`config.mk`:
```
export PLATFORM = sky130hd
export DESIGN_NAME = pipe_delay_ctrl
export DESIGN_NICKNAME = d
export VERILOG_FILES = /design/src/rtl/pipe_delay_pkg.sv /design/src/rtl/pipe_stage.sv /design/src/rtl/pipe_delay_ctrl.sv
export SDC_FILE = /design/constraint.sdc
export NUM_CORES = 1
export LEC_CHECK = 0
export CAP_MARGIN = 20
export CELL_PAD_IN_SITES_DETAIL_PLACEMENT = 0
export CELL_PAD_IN_SITES_GLOBAL_PLACEMENT = 2
export CORE_MARGIN = 2
export CORE_UTILIZATION = 40
export DETAILED_ROUTE_END_ITERATION = 6
export PLACE_DENSITY_LB_ADDON = 0.15
export REMOVE_ABC_BUFFERS = 1
export SETUP_SLACK_MARGIN = 0.15
export SYNTH_ARGS = -nofsm -noshare
export SYNTH_HDL_FRONTEND = slang
export SYNTH_SLANG_ARGS = --single-unit
```
`constraint.sdc`:
```
create_clock -name clk -period 6.8 [get_ports clk]
set_input_delay 2.04 -clock clk [delete_from_list [all_inputs] [get_ports clk]]
set_output_delay 2.04 -clock clk [all_outputs]
set_load 0.01 [all_outputs]
```
`src/rtl/pipe_delay_pkg.sv`:
```
// Shared types and helpers for the NTT pipeline delay line.
// stage_t documents one entry at the default 16-bit width.
package pipe_delay_pkg;

   localparam int STAGE_WIDTH = 16;

   typedef struct packed {
      logic                   v;
      logic [STAGE_WIDTH-1:0] d;
   } stage_t;

   function automatic logic lat_legal(input int unsigned lat, input int unsigned max);
      return (lat >= 1) && (lat <= max);
   endfunction

endpackage

```
`src/rtl/pipe_stage.sv`:
```
// One {valid, data} register of the delay line.
// clr wipes both fields; v_clr drops only the valid bit.
module pipe_stage #(
   parameter int WIDTH = 16
) (
   input  logic             clk,
   input  logic             reset,
   input  logic             clr,
   input  logic             v_clr,
   input  logic             en,
   input  logic             v_in,
   input  logic [WIDTH-1:0] d_in,
   output logic             v,
   output logic [WIDTH-1:0] d
);

   always_ff @(posedge clk) begin
      if (reset || clr) begin
         v <= 1'b0;
         d <= '0;
      end else if (v_clr) begin
         v <= 1'b0;
      end else if (en) begin
         v <= v_in;
         d <= d_in;
      end
   end

endmodule

```
`src/rtl/pipe_delay_ctrl.sv`:
```
// Variable-latency valid/data delay line with stall, flush, in-flight count
// and a guarded runtime latency change for NTT pipeline stage alignment.
module pipe_delay_ctrl
   import pipe_delay_pkg::*;
#(
   parameter int WIDTH       = 16,
   parameter int MAX_STAGES  = 8,
   parameter int DEFAULT_LAT = MAX_STAGES,
   parameter int CW          = $clog2(MAX_STAGES + 1)
) (
   input  logic             clk,
   input  logic             reset,
   input  logic             en_i,
   input  logic             flush_i,
   input  logic             valid_i,
   input  logic [WIDTH-1:0] data_i,
   input  logic             lat_we_i,
   input  logic [CW-1:0]    lat_i,
   output logic             valid_o,
   output logic [WIDTH-1:0] data_o,
   output logic [CW-1:0]    lat_o,
   output logic [CW-1:0]    count_o,
   output logic             busy_o,
   output logic             lat_err_o
);

   logic             v_q [MAX_STAGES];
   logic [WIDTH-1:0] d_q [MAX_STAGES];

   logic [CW-1:0]    lat_r;
   logic [CW-1:0]    count_r;
   logic             lat_err_r;
   logic [CW-1:0]    tap;
   logic             tap_v;
   logic [WIDTH-1:0] tap_d;
   logic             lat_accept;
   logic             adv;
   logic [CW-1:0]    pop_cnt;

   // A latency change is only safe on an empty pipe with nothing entering,
   // otherwise in-flight entries would be emitted at the wrong time.
   assign lat_accept = lat_we_i && !flush_i && (count_r == '0) && !(en_i && valid_i)
                       && lat_legal(32'(lat_i), MAX_STAGES);
   assign adv        = en_i && !lat_accept;

   generate
      for (genvar k = 0; k < MAX_STAGES; k++) begin : g_stage
         if (k == 0) begin : g_head
            pipe_stage #(.WIDTH(WIDTH)) u_stage (
               .clk   (clk),
               .reset (reset),
               .clr   (flush_i),
               .v_clr (lat_accept),
               .en    (adv),
               .v_in  (valid_i),
               .d_in  (data_i),
               .v     (v_q[k]),
               .d     (d_q[k])
            );
         end else begin : g_body
            pipe_stage #(.WIDTH(WIDTH)) u_stage (
               .clk   (clk),
               .reset (reset),
               .clr   (flush_i),
               .v_clr (lat_accept),
               .en    (adv),
               .v_in  (v_q[k-1]),
               .d_in  (d_q[k-1]),
               .v     (v_q[k]),
               .d     (d_q[k])
            );
         end
      end
   endgenerate

   assign tap = lat_r - CW'(1);

   always_comb begin
      tap_v = 1'b0;
      tap_d = '0;
      for (int k = 0; k < MAX_STAGES; k++) begin
         if (tap == CW'(k)) begin
            tap_v = v_q[k];
            tap_d = d_q[k];
         end
      end
   end

   always_ff @(posedge clk) begin
      if (reset) begin
         lat_r     <= CW'(DEFAULT_LAT);
         count_r   <= '0;
         lat_err_r <= 1'b0;
      end else begin
         lat_err_r <= lat_we_i && !flush_i && !lat_accept;
         if (flush_i) begin
            count_r <= '0;
         end else if (lat_accept) begin
            lat_r   <= lat_i;
            count_r <= '0;
         end else if (en_i) begin
            count_r <= count_r + CW'(valid_i) - CW'(tap_v);
         end
      end
   end

   assign valid_o   = tap_v;
   assign data_o    = tap_d;
   assign lat_o     = lat_r;
   assign count_o   = count_r;
   assign busy_o    = (count_r != '0);
   assign lat_err_o = lat_err_r;

   // Reference popcount over the observable stages, used only by the checks.
   always_comb begin
      pop_cnt = '0;
      for (int k = 0; k < MAX_STAGES; k++) begin
         if (CW'(k) < lat_r) pop_cnt = pop_cnt + CW'(v_q[k]);
      end
   end

   a_count_matches: assert property (@(posedge clk) disable iff (reset) count_r == pop_cnt);
   a_count_bound:   assert property (@(posedge clk) disable iff (reset) count_r <= lat_r);

endmodule
```
==> metrics.txt <==
CP Class register to output pin; post_cts resized 0; Top Family by Delay on Critical Path compound AO/OA/AOI/OAI gates; Initial Utilization 40.5%; # nets final 1280; final setup fails 0; # port buffers 52; Post-DP HPWL 17.2 mm; number of flops mapped to enable cells by yosys 0; Slew headroom 35.3%; Clock Sinks 145; Layout Utilization 44.4%; Final Hold Fails 0; dominant synthesized flop cell dfxtp_1; remaining design rule violation count 0; Comb pwr share 12.7%; maximum vdd drop 0.152 mV; fmax 186 MHz; Post-Syn Area 0.0108 mm^2; final worst-path cycle share 79.2%; GRT busiest layer met2; GRT Total Usage 22.8%; max-capacitance violation count 0; min Tclk post-route 5.39 ns; die height 169 um; Inserted Clock Buffers 17; row cnt 60; DRT Pass-1 Iters 5; met3 Use GR 2.83%; CP startpoint lat_o[1]$_SDFFE_PP0P_; Warnings, synthesis 0; sequential share of power 41.2%; reg2reg path depth 11; crit path max fanout 33; core area 0.0268 mm^2; P&R area growth vs syn 9.77%; reg2reg setup slack 3.07 ns; hold crit path type register to register; Total Power 2.12 mW; pin count of the biggest net entering global routing 170; Final Instance Area 0.0119 mm^2; crit-path max cell delay 0.92 ns; vias 10.2k; Net Sw Frac 30.2%; routed len/inst 20.3 um; die area 0.0284 mm^2; number of fill cells 2674; Final Max Slew Viols 0; pwr dens 178 mW/mm^2; switching power total 0.640 mW; CTS tree done; WP buf/inv 1; Crit. path cell count 5; post-route ant nets 0; Pleak 2.92 nW; post-synthesis sequential area ratio 26.8%; met2 track demand over resource 36.8%; Root Buffer clkbuf_16; clock share of power 46.0%; Clock transition at path regs 0.07 ns; Diodes inserted 0; global-route wire length before repair 53.0 mm; clk_lat worst skew 0.43 ns; cts hold-fix bufs 0; initial DRC count 773; vias in the first global route 9555; cells along the critical path or3b_2 > a21o_1 > o21ai_0 > o221ai_1 > clkdlybuf4s50_1; die width 169 um; vias per cell 6.35; FF-to-FF End count_o[2]$_SDFFE_PP0P_; status complete, no violations; H-tree depth 4; initial antenna violation count 0; WP data required 4.76 ns; Routed WL 32.5 mm; unique cell type count in the Yosys netlist 52; #FFs+latches synth 145; Setup crit end data_o[0]; grt ovf 0; gpl congestion 0.720; Placed Area 0.0113 mm^2; cell count after synthesis 1335; average size of a mapped cell 8.12 um^2; FF-to-FF Start lat_o[1]$_SDFFE_PP0P_; CP endpoint kind output pin; fraction of layout cells with a size suffix above 1 10.6%; I/O pin total 53; worst slew pin tran 0.970 ns; met1 usage 32.4%; Post-synth ARST share 0%; critical path startpoint category register; unrepaired setup endpoints after global routing false; CTS Buffer Depth 2; worst-case clock skew 0.0119 ns; Post-CTS Setup Repair Bufs 0; Internal Dissipation 1.48 mW; Critical Path AT 3.35 ns; CP max-delay cell dfxtp_2
==> power by group through the flow <==
stage	Sequential [mW]	Combinational, mW	Clock, mW
after floorplan	0.892	0.131	0
after global placement	0.893	0.270	0
after detailed placement	0.893	0.270	0
after CTS	0.873	0.270	1.00
after global routing	0.875	0.293	1.04
final	0.874	0.270	0.976
==> layout by cell type (no fill, tap or decap), drive strengths merged, types with 2 or more instances in the layout <==
master	n
o211ai	10
a211oi	141
a31oi	4
a41oi	128
nand3b	18
clkdlybuf4s50	51
buf	26
a2bb2oi	17
nor3b	3
o221ai	16
o21a	9
or2	2
o311ai	112
nand3	19
xnor2	2
o21ai	17
dfxtp	145
o22a	3
clkbuf	19
a21oi	16
nor2	19
clkinv	5
ha	5
bufinv	2
a21o	2
nand4b	2
clkinvlp	3
or3	128
nand2	152
inv	124
mux2	3
mux2i	37
nand2b	4
==> metal layers <==
| layer | routed length (um) | up-vias |
|---|---|---|
| met5 | 0 | - |
| met4 | 431 | 0 |
| met3 | 824 | 27 |
| met2 | 15100 | 167 |
| met1 | 16100 | 4956 |
| li1 | - | 5022 |
==> kinds of logic after synthesis <==
logic type,share of synthesized area [%]
AOI/OAI and AO/OA,39.9
and+or+nand+nor,16.9
buffers and inverters,11.7
DFF,26.8
muxes,3.73
adders and majority gates,0.762
xor gates and xnor gates,0.162
==> worst reg2reg max path, delay by kind of cell, from the launching register on <==
kind / cells / cell delay, ns
compound gates: 4 / 0.76
xor+xnor: 1 / 0.14
fa+ha+maj: 3 / 0.87
buf+inv: 2 / 0.57
flops: 1 / 0.92
mux: 1 / 0.40
==> area by class of cell <==
| class | count | area [um^2] | share of cell area [%] |
|---|---|---|---|
| Clock buffer | 18 | 439 | 3.69 |
| Clock inverter | 14 | 154 | 1.29 |
| Inverter | 120 | 450 | 3.78 |
| Multi-Input combinational cell | 886 | 6700 | 56.3 |
| Sequential cell | 145 | 2910 | 24.4 |
| Tap cell | 341 | 427 | 3.58 |
| Timing Repair Buffer | 78 | 820 | 6.89 |
==> synth_stat cells, types with 2 or more instances <==
cell type / n / area (um^2)
o211ai_1: 10 / 75.1
o311ai_0: 51 / 447
a41oi_2: 60 / 976
nand2_1: 152 / 571
a31oi_1: 4 / 25.0
ha_1: 5 / 62.6
nand4b_1: 2 / 17.5
o22a_1: 3 / 26.3
or3_1: 128 / 801
buf_6: 9 / 101
o311ai_1: 61 / 534
a21o_1: 2 / 15.0
nand3_1: 19 / 95.1
dfxtp_1: 145 / 2900
o221ai_1: 16 / 140
buf_4: 11 / 82.6
mux2_2: 3 / 33.8
inv_1: 120 / 450
nand2b_1: 4 / 25.0
a211oi_1: 141 / 1060
o21a_1: 9 / 67.6
nand3b_1: 18 / 135
nor2_1: 19 / 71.3
xnor2_1: 2 / 17.5
buf_1: 7 / 26.3
a2bb2oi_1: 17 / 149
clkbuf_1: 138 / 518
a21oi_1: 16 / 80.1
or2_2: 2 / 12.5
nor3b_1: 2 / 15.0
buf_2: 19 / 95.1
mux2i_1: 37 / 370
o21ai_0: 17 / 85.1
a41oi_1: 68 / 596
==> how the worst min path moves through the flow <==
stage | from | endpoint | slack, ns | cells past startpoint
global placement | g_stage[7].g_body.u_stage.v$_SDFFE_PP0P_ | g_stage[7].g_body.u_stage.v$_SDFFE_PP0P_ | 0.49 | 2
finish | count_o[2]$_SDFFE_PP0P_ | count_o[2]$_SDFFE_PP0P_ | 0.50 | 2
detailed placement | count_o[2]$_SDFFE_PP0P_ | count_o[2]$_SDFFE_PP0P_ | 0.49 | 2
CTS | count_o[2]$_SDFFE_PP0P_ | count_o[2]$_SDFFE_PP0P_ | 0.50 | 2
floorplan | g_stage[0].g_head.u_stage.v$_SDFFE_PP0P_ | g_stage[0].g_head.u_stage.v$_SDFFE_PP0P_ | 0.46 | 2
global route | g_stage[7].g_body.u_stage.d[11]$_SDFFE_PP0P_ | g_stage[7].g_body.u_stage.d[11]$_SDFFE_PP0P_ | 0.55 | 2
==> metrics by stage <==
stage	cells	worst slack, ns	hold slack, ns	TNS (ns)
2_1_floorplan	1151	-6.50	0.460	-909.65
3_3_place_gp	1570	1.85	0.494	0
3_5_place_dp	1570	1.86	0.493	0
4_1_cts	1602	1.36	0.503	0
5_1_grt	1602	1.29	0.553	0
6_report	1602	1.41	0.498	0
==> state kept, by name (all words and copies together), names as in the netlist <==
signal,count
g_stage.g_body.u_stage.d,112
g_stage.g_head.u_stage.d,16
g_stage.g_body.u_stage.v,7
count_o,4
lat_o,4
g_stage.g_head.u_stage.v,1
lat_err_o,1
(Power assumes the default switching activity.)
